**src/rtl/tdma_port_ctrl.sv**
```systemverilog
// TDMA network port: TX FIFO drained one word per own slot, single-word RX holding register.
// Optional received-word drop counter is built when TDMA_DROP_CNT_EN is defined.
module tdma_port_ctrl #(
  parameter int NODE_ID    = 0,
  parameter int NUM_NODES  = 8,
  parameter int FIFO_DEPTH = 4
) (
  input  logic        clk_clk,
  input  logic        reset_reset_n,
  input  logic [31:0] tx_data,
  input  logic [7:0]  tx_addr,
  input  logic        tx_valid,
  output logic        tx_ready,
  output logic [31:0] net_data,
  output logic [7:0]  net_addr,
  output logic        net_valid,
  input  logic [31:0] rx_data,
  input  logic [7:0]  rx_addr,
  input  logic        rx_valid,
  output logic [31:0] recv_data,
  output logic        recv_valid,
  input  logic        recv_ack,
  output logic [7:0]  slot,
  output logic [7:0]  drop_cnt
);

  localparam int AW = (FIFO_DEPTH > 1) ? $clog2(FIFO_DEPTH) : 1;
  localparam int LAST_SLOT_I = NUM_NODES - 1;
  localparam logic [7:0] NODE_ADDR = NODE_ID[7:0];
  localparam logic [7:0] LAST_SLOT = LAST_SLOT_I[7:0];
  localparam logic [AW:0] FULL_CNT = FIFO_DEPTH[AW:0];

  typedef enum logic [1:0] {
    ST_IDLE = 2'd0,
    ST_WAIT = 2'd1,
    ST_XMIT = 2'd2
  } tx_state_e;

  tx_state_e   state_q, state_d;
  logic [7:0]  slot_q, slot_d;
  logic [AW-1:0] wr_ptr_q, wr_ptr_d, rd_ptr_q, rd_ptr_d;
  logic [AW:0] cnt_q, cnt_d;
  logic [31:0] net_data_q, net_data_d;
  logic [7:0]  net_addr_q, net_addr_d;
  logic        net_valid_q, net_valid_d;
  logic [31:0] recv_data_q, recv_data_d;
  logic        recv_valid_q, recv_valid_d;
  logic        push, pop, rx_accept, rx_capture;
  logic [39:0] fifo_mem [FIFO_DEPTH];

  // Slot counter, FIFO bookkeeping, TX FSM and link output staging.
  always_comb begin
    push        = tx_valid && (cnt_q != FULL_CNT);
    pop         = (state_q == ST_WAIT) && (slot_q == NODE_ADDR) && (cnt_q != '0);
    slot_d      = (slot_q == LAST_SLOT) ? 8'd0 : slot_q + 8'd1;
    wr_ptr_d    = wr_ptr_q;
    rd_ptr_d    = rd_ptr_q;
    cnt_d       = cnt_q;
    state_d     = state_q;
    net_valid_d = pop;
    net_data_d  = net_data_q;
    net_addr_d  = net_addr_q;

    if (push) begin
      wr_ptr_d = wr_ptr_q + {{(AW-1){1'b0}}, 1'b1};
    end else begin
      wr_ptr_d = wr_ptr_q;
    end

    if (pop) begin
      rd_ptr_d   = rd_ptr_q + {{(AW-1){1'b0}}, 1'b1};
      net_addr_d = fifo_mem[rd_ptr_q][39:32];
      net_data_d = fifo_mem[rd_ptr_q][31:0];
    end else begin
      rd_ptr_d = rd_ptr_q;
    end

    case ({push, pop})
      2'b10:   cnt_d = cnt_q + {{AW{1'b0}}, 1'b1};
      2'b01:   cnt_d = cnt_q - {{AW{1'b0}}, 1'b1};
      default: cnt_d = cnt_q;
    endcase

    // XMIT is the cycle the popped word is on the link; it re-arms on any word left or arriving.
    case (state_q)
      ST_IDLE: state_d = push ? ST_WAIT : ST_IDLE;
      ST_WAIT: state_d = pop ? ST_XMIT : ST_WAIT;
      ST_XMIT: state_d = (cnt_d != '0) ? ST_WAIT : ST_IDLE;
      default: state_d = ST_IDLE;
    endcase
  end

  // Receive holding register: capture when empty or being acknowledged this cycle.
  always_comb begin
    rx_accept  = rx_valid && ((rx_addr == NODE_ADDR) || (rx_addr == 8'hFF));
    rx_capture = rx_accept && (!recv_valid_q || recv_ack);
    if (rx_capture) begin
      recv_data_d  = rx_data;
      recv_valid_d = 1'b1;
    end else begin
      recv_data_d  = recv_data_q;
      recv_valid_d = recv_ack ? 1'b0 : recv_valid_q;
    end
  end

  // FIFO storage needs no reset: entries are read only while counted as occupied.
  always_ff @(posedge clk_clk) begin
    if (push) begin
      fifo_mem[wr_ptr_q] <= {tx_addr, tx_data};
    end
  end

  // State registers.
  always_ff @(posedge clk_clk or negedge reset_reset_n) begin
    if (!reset_reset_n) begin
      state_q      <= ST_IDLE;
      slot_q       <= 8'd0;
      wr_ptr_q     <= '0;
      rd_ptr_q     <= '0;
      cnt_q        <= '0;
      net_data_q   <= 32'd0;
      net_addr_q   <= 8'd0;
      net_valid_q  <= 1'b0;
      recv_data_q  <= 32'd0;
      recv_valid_q <= 1'b0;
    end else begin
      state_q      <= state_d;
      slot_q       <= slot_d;
      wr_ptr_q     <= wr_ptr_d;
      rd_ptr_q     <= rd_ptr_d;
      cnt_q        <= cnt_d;
      net_data_q   <= net_data_d;
      net_addr_q   <= net_addr_d;
      net_valid_q  <= net_valid_d;
      recv_data_q  <= recv_data_d;
      recv_valid_q <= recv_valid_d;
    end
  end

`ifdef TDMA_DROP_CNT_EN
  logic [7:0] drop_cnt_q, drop_cnt_d;
  logic       rx_drop;

  // Saturating count of accepted words lost to a full holding register.
  always_comb begin
    rx_drop = rx_accept && recv_valid_q && !recv_ack;
    if (rx_drop && (drop_cnt_q != 8'hFF)) begin
      drop_cnt_d = drop_cnt_q + 8'd1;
    end else begin
      drop_cnt_d = drop_cnt_q;
    end
  end

  // Drop counter register.
  always_ff @(posedge clk_clk or negedge reset_reset_n) begin
    if (!reset_reset_n) begin
      drop_cnt_q <= 8'd0;
    end else begin
      drop_cnt_q <= drop_cnt_d;
    end
  end

  assign drop_cnt = drop_cnt_q;
`else
  assign drop_cnt = 8'd0;
`endif

  assign tx_ready   = (cnt_q != FULL_CNT);
  assign net_data   = net_data_q;
  assign net_addr   = net_addr_q;
  assign net_valid  = net_valid_q;
  assign recv_data  = recv_data_q;
  assign recv_valid = recv_valid_q;
  assign slot       = slot_q;

endmodule
```
**config.mk**
```make
export PLATFORM = sky130hd
export DESIGN_NAME = tdma_port_ctrl
export DESIGN_NICKNAME = d
export VERILOG_FILES = /design/src/rtl/tdma_port_ctrl.sv
export SDC_FILE = /design/constraint.sdc
export NUM_CORES = 1
export LEC_CHECK = 0
export ABC_AREA = 1
export CORE_MARGIN = 2
export CORE_UTILIZATION = 45
export DETAILED_ROUTE_END_ITERATION = 6
export HOLD_SLACK_MARGIN = 0.1
export PLACE_DENSITY = 0.77
export SLEW_MARGIN = 20
export SYNTH_ARGS = -nofsm -noshare
export SYNTH_HDL_FRONTEND = slang
export SYNTH_SLANG_ARGS = --single-unit
```
**constraint.sdc**
```tcl
create_clock -name clk_clk -period 6.8 [get_ports clk_clk]
set_clock_uncertainty 0.15 [all_clocks]
set_input_delay 1.02 -clock clk_clk [delete_from_list [all_inputs] [get_ports clk_clk]]
set_output_delay 1.02 -clock clk_clk [all_outputs]
set_load 0.01 [all_outputs]
```
==> impl_metrics.json <==
{
  "maxCapViolations": 0,
  "report.final.slew_viol_count": 0,
  "vias": 7105,
  "endpoint_kind": "register",
  "layout_min_cycle_time_ns": 3.61,
  "ant_nets": 0,
  "critical_path_class": "register to register",
  "rsz0062_at_grt": "false",
  "worstPathMaxFanout": 44,
  "cp.arrival_ns": 3.84,
  "clockBufferDepth": 3,
  "seq_power_share_pct": 43.5,
  "synth_area_leader_cell": "edfxtp_1",
  "cts_made_buffers": 26,
  "cp_data_required_time_ns": 7.04,
  "post_cts_buffers": 0,
  "p_leak_nw": 5.16,
  "htree_levels": 1,
  "die-area_mm2": 0.0235,
  "drcViolationCount": 0,
  "die_x_um": 153,
  "start_kind": "register",
  "wl_um": 22700,
  "cts.clk_slew.worst_paths_ns": 0.06,
  "grt.total_usage_pct": 19.1,
  "combPwrFrac_pct": 27.9,
  "nets": 1171,
  "synth_ff_type": "edfxtp_1",
  "clock_latency_ns": 0.51,
  "antenna_found_initial": 1,
  "cts_tree": "done",
  "drive_above_1_share_pct": 5.92,
  "fin_ws_ns": 3.19,
  "placementRows": 54,
  "switching_share_pct": 31.4,
  "dp_slack_ns": 3.18,
  "worst_slew_pin_slew_ns": 1.00,
  "yosysMostFrequentCell": "nor2_1",
  "status": "completed",
  "drt_iter0_drc": 648,
  "antenna_cells": 0,
  "syn_area_per_cell_um2": 10.9,
  "internal_power_mw": 3.46,
  "p_per_area_mw_per_mm2": 394,
  "post-route-period-util_pct": 53.0,
  "chipHeight_um": 153,
  "maxSlewHeadroom_pct": 33.0,
  "ios": 176,
  "yosysUniqueCellTypes": 29,
  "gr-total-overflow": 0,
  "place_hpwl_um": 13800,
  "area_growth_syn_to_layout_pct": 27.2,
  "synth_cells": 921,
  "grt_max_degree": 82,
  "synthesis.area_mm2": 0.0100,
  "core_area_mm2": 0.0219,
  "min-delay-path-class": "primary input to async pin",
  "ctsResizeCount": 0,
  "tns_ns": 0,
  "cts_root_buf": "clkbuf_16",
  "yosysWarningCount": 0,
  "peakVddDrop_v": 0.000335,
  "routedWlPerCell_um": 16.5,
  "switching_power_mw": 1.58,
  "post_dp_cell_area_mm2": 0.0119,
  "ys_seq_area_share_pct": 70.5,
  "initial_utilization_pct": 45.9,
  "via_per_inst": 5.16,
  "grt_pass1_wl_um": 36400,
  "place_congestion": 0.803,
  "postLayoutCellArea_mm2": 0.0128,
  "clkPwrFrac_pct": 28.6,
  "ys_seq_elements": 251,
  "cts_hold_buf": 0,
  "firstDrtPassIters": 6,
  "ys_top_cells_by_area": "edfxtp_1 48%, dfrtp_1 23%, nor2_1 11%",
  "first_global_vias": 7115,
  "max_clock_freq_mhz": 277,
  "setup_violations": 0,
  "yosys-top-cells-count": "300 x nor2_1, 160 x edfxtp_1, 134 x nand2_1",
  "synth_edf_count": 160,
  "finalHoldViolCount": 0,
  "cts.sinks": 251,
  "netlist.area_leader.share_pct": 47.8,
  "async_flop_share_pct": 36.3,
  "portBuffers": 167
}
## state kept, by name, summed over array words and instances (netlist names), 2 cells and up
register	count
recv_data	32
wr_ptr_q	2
state_q	2
slot	8
net_data	32
rd_ptr_q	2
net_addr	8
fifo_mem	160
cnt_q	3
## cell type report
class	count	area [um^2]
inverter	29	110
sequential	251	7080
clock buffer	31	691
fill	1764	9110
tap	280	350
timing repair buffer	177	1740
multi-input combinational	593	2610
clock inverter	17	185
## power by group through the flow
stage / sequential [mW] / clock [mW] / combinational [mW]
after floorplan: 2.22 / 0 / 0.789
after CTS: 2.19 / 1.47 / 1.42
final: 2.19 / 1.44 / 1.41
after detailed placement: 2.22 / 0 / 1.41
after global routing: 2.23 / 1.54 / 1.59
after global placement: 2.21 / 0 / 1.37
## layout by cell type, fill, tap and decap left out, types with 2 or more instances in the layout
master / Yosys / layout
buf_4: 8 / 11
o21ai_0: 76 / 76
xor2_1: 4 / 4
o21ai_1: 7 / 7
nand3_1: 9 / 9
nor2_1: 300 / 296
xnor2_1: 2 / 2
inv_2: 2 / 3
conb_1: 1 / 8
nand2_1: 134 / 134
clkinv_1: 0 / 6
clkbuf_16: 0 / 27
bufinv_16: 0 / 4
inv_1: 26 / 25
edfxtp_1: 160 / 160
nor2_2: 2 / 2
nand4_1: 36 / 36
clkbuf_1: 16 / 4
dfrtp_1: 91 / 89
clkinv_2: 1 / 5
dfrtp_2: 0 / 2
clkdlybuf4s50_1: 0 / 166
nor2_4: 0 / 4
ha_1: 7 / 7
## routing by layer
metal | vias up | track usage (%) | share of wire [%]
met5 | - | 0 | 0.057
met2 | 263 | 34.4 | 51
met1 | 3436 | 23.8 | 40
met4 | 2 | 4.15 | 1.2
li1 | 3371 | - | -
met3 | 33 | 3.94 | 7.7
## metrics by stage
stage                     std cells  utilization [%]  total power [mW]  hold WS, ns
after global routing           1378             58.4              5.35        0.284
after floorplan                 928                -              3.01        0.332
final                          1378             58.4              5.04        0.279
after global placement         1330             54.4              3.58        0.303
after detailed placement       1330             54.4              3.63        0.308
after CTS                      1378             58.4              5.09        0.266
## logic make-up after synthesis
family	Yosys count	synth area share, %
fa+ha+maj	8	1.07
flops	251	70.5
other cells	1	0.0373
simple gates	486	19.5
buf+inv	84	4.07
xor+xnor	6	0.523
compound gates	85	4.27
## final timing paths
path	end	slack (ns)	startpoint	cells past startpoint
worst max-delay path	state_q[0]$_DFF_PN0_	3.19	slot[0]$_DFF_PN0_	14
worst min-delay path	recv_data[9]$_DFFE_PN0P_	0.28	reset_reset_n	1
worst max register to register	state_q[0]$_DFF_PN0_	3.19	slot[0]$_DFF_PN0_	14
worst min register to register	recv_data[23]$_DFFE_PN0P_	0.32	recv_data[23]$_DFFE_PN0P_	2
max in group asynchronous	rd_ptr_q[0]$_DFFE_PN0P_	5.00	reset_reset_n	2
min in group clk_clk	recv_data[23]$_DFFE_PN0P_	0.32	recv_data[23]$_DFFE_PN0P_	2
## critical path, cell delays in order (launching register included)
cell	delay [ns]
dfrtp_1	0.40
inv_1	0.06
ha_1	0.20
nand2_1	0.08
nor3_2	0.05
nand3_4	0.42
clkinv_2	0.70
ha_1	0.51
fa_1	0.44
nand2_1	0.07
nand2_1	0.07
nor2_1	0.10
nand3_1	0.08
nand2_1	0.06
nand3_1	0.06
No activity file was read; power rests on OpenSTA's default activity.
==> variant: new RTL, same flow settings <==
Change the parameter `FIFO_DEPTH` from 4 to 2.
--- a/src/rtl/tdma_port_ctrl.sv
+++ b/src/rtl/tdma_port_ctrl.sv
@@ -3,7 +3,7 @@
 module tdma_port_ctrl #(
   parameter int NODE_ID    = 0,
   parameter int NUM_NODES  = 8,
-  parameter int FIFO_DEPTH = 4
+  parameter int FIFO_DEPTH = 2
 ) (
   input  logic        clk_clk,
   input  logic        reset_reset_n,
Function: changed (a bounded check fails within 4 cycles, from zero or initial values and one cycle with reset_reset_n low).
==> variant against the unedited design <==
Synthesized cell count fell by 45%. Via count fell by 39%. Wire length fell by 38%. Clock power fell by 33%. Utilization rose by 5.0 points. Area after synthesis fell by 36%. Setup slack improved by 380 ps. Register-to-register slack improved by 910 ps. Cell area fell by 31%. Sequential cell count fell by 83. Total power fell by 35%. Critical endpoint is now recv_data[31].
==> variant: results (changes against the unedited design) <==
Top reg by flops - fifo_mem
Max FO, Critical Path - 33 (-25%)
Max FFs per register - 80 (-50%)
R2r worst-path depth - 14 (unchanged)
Largest net degree at the start of global routing - 85 (+3.7%)
Status - finished, final reports clean
Post_cts resized - 0 (unchanged)
End of the critical path - recv_data[31]
H-tree levels - 4 (+3)
Final HPWL DP - 9420 um (-32%)
Post-CTS Setup Bufs - 0 (unchanged)
Fillers - 1031 (-42%)
Final net count - 762 (-35%)
Number of synthesized flops with an enable pin - 80 (-50%)
Peak supply drop - 0.000231 V (-31%)
CP startpoint - rx_addr[2]
CTS max path bufs - 2 (-1)
TritonCTS Buffers - 17 (-35%)
RR Startpoint - slot[0]
YS warnings - 0 (unchanged)
R2r setup slk - 4100 ps (+910 ps)
Synth Flop Type - dfrtp_1
P_int - 2.38 mW (-31%)
Vias in the first global route - 4250 (-40%)
Crit Path Category - in -> reg
Worst-Margin Slew - 808 ps (-197 ps)
GRT Total Usage - 18.6% (-0.51 points)
DR pass1 iterations - 4 (-2)
IO buf count - 167 (unchanged)
Initial antenna violation count - 1 (unchanged)
CTS root buf - clkbuf_16
Starting DRT DRC Count - 240 (-63%)
Worst hold path depth - 2
First-pass GRT wire length - 21500 um (-41%)
Pre-CTS setup slack - 3150 ps (-24.4 ps)
Sequential share of the synthesized area - 71.4% (+0.86 points)
FF-to-FF End - state_q[0]
Top post-synthesis cells by count - nand2_1, dfrtp_1, edfxtp_1
Cell variety after synth - 25 (-14%)
Hold Crit Class - reg -> reg
Worst skew pair latency - 420 ps (-90 ps)
Critical Path AT - 3370 ps (-470 ps)
Fraction of layout cells with a size suffix above 1 - 6.11% (+0.19 points)
Placed inst area - 8240 um^2 (-31%)
CTS clk-pin slew, worst paths - 60 ps (about the same)
WL per Instance - 16.1 um (-2.2%)
Synth area leaders - edfxtp_1, dfrtp_1, nand2_1
Async S/R FF share, synth - 52.4% (+16 points)
Vias - 4361 (-39%)
P_leak - 3.81 nW (-26%)
Gpl congestion - 0.810 (+0.83%)
## variant: routing by layer
| layer | track usage [%] | part of all wire (%) | up-vias |
|---|---|---|---|
| li1 | - | - | 2067 |
| met1 | 23.0 | 42 | 2098 |
| met2 | 30.1 | 47 | 181 |
| met3 | 7.10 | 10 | 15 |
| met4 | 6.04 | 1.2 | 0 |
| met5 | 0 | 0 | - |
## variant: cells by family (layout without fill, tap and decap cells)
family | count (synthesis) | in the layout | synth area share, %
adders and majority gates | 3 | 3 | 0.582
buffers and inverters | 57 | 226 | 4.60
and+or+nand+nor | 193 | 193 | 12.8
AOI/OAI and AO/OA | 43 | 43 | 3.59
xor gates and xnor gates | 6 | 6 | 0.814
muxes | 40 | 40 | 6.21
other | 1 | 9 | 0.0581
DFF | 168 | 168 | 71.4
## variant: layout make-up
type / instances / area (um^2) / share of cell area [%]
multi-input cells: 293 / 1600 / 18.1
clock inverters: 14 / 155 / 1.76
flip-flops and latches: 168 / 4610 / 52.2
diodes: 1 / 2.50 / 0.0283
repair buffers: 172 / 1720 / 19.5
clock buffers: 18 / 439 / 4.97
inverters: 22 / 82.6 / 0.935
well taps: 180 / 225 / 2.55
## variant: stage by stage
stage	hold WS (ps)	instances	util, %
floorplan	353	518	-
global placement	302	834	58.9
detailed placement	311	835	59.1
CTS	326	867	63.4
global route	341	867	63.4
finish	323	868	63.4
## variant: how the worst min path moves through the flow
stage                     from             to
2_1_floorplan  fifo_mem[0][10]   net_data[10]
3_3_place_gp     recv_data[22]  recv_data[22]
3_5_place_dp     recv_data[27]  recv_data[27]
4_1_cts          recv_data[27]  recv_data[27]
5_1_grt          recv_data[27]  recv_data[27]
6_report         recv_data[27]  recv_data[27]
## variant: power groups by stage
stage               sequential, mW  combinational [mW]  clock, mW
detailed placement            1.56               0.813          0
global placement              1.55               0.786          0
floorplan                     1.54               0.352          0
global route                  1.57               0.884       1.02
CTS                           1.54               0.819      0.981
finish                        1.54               0.801      0.960
## variant: critical path, stage by stage
cell	delay [ps]
clkdlybuf4s50_1	420
nor2_1	120
nand2_1	110
o21ai_4	640
nand3_2	730
nand2_1	240
nand2_1	70
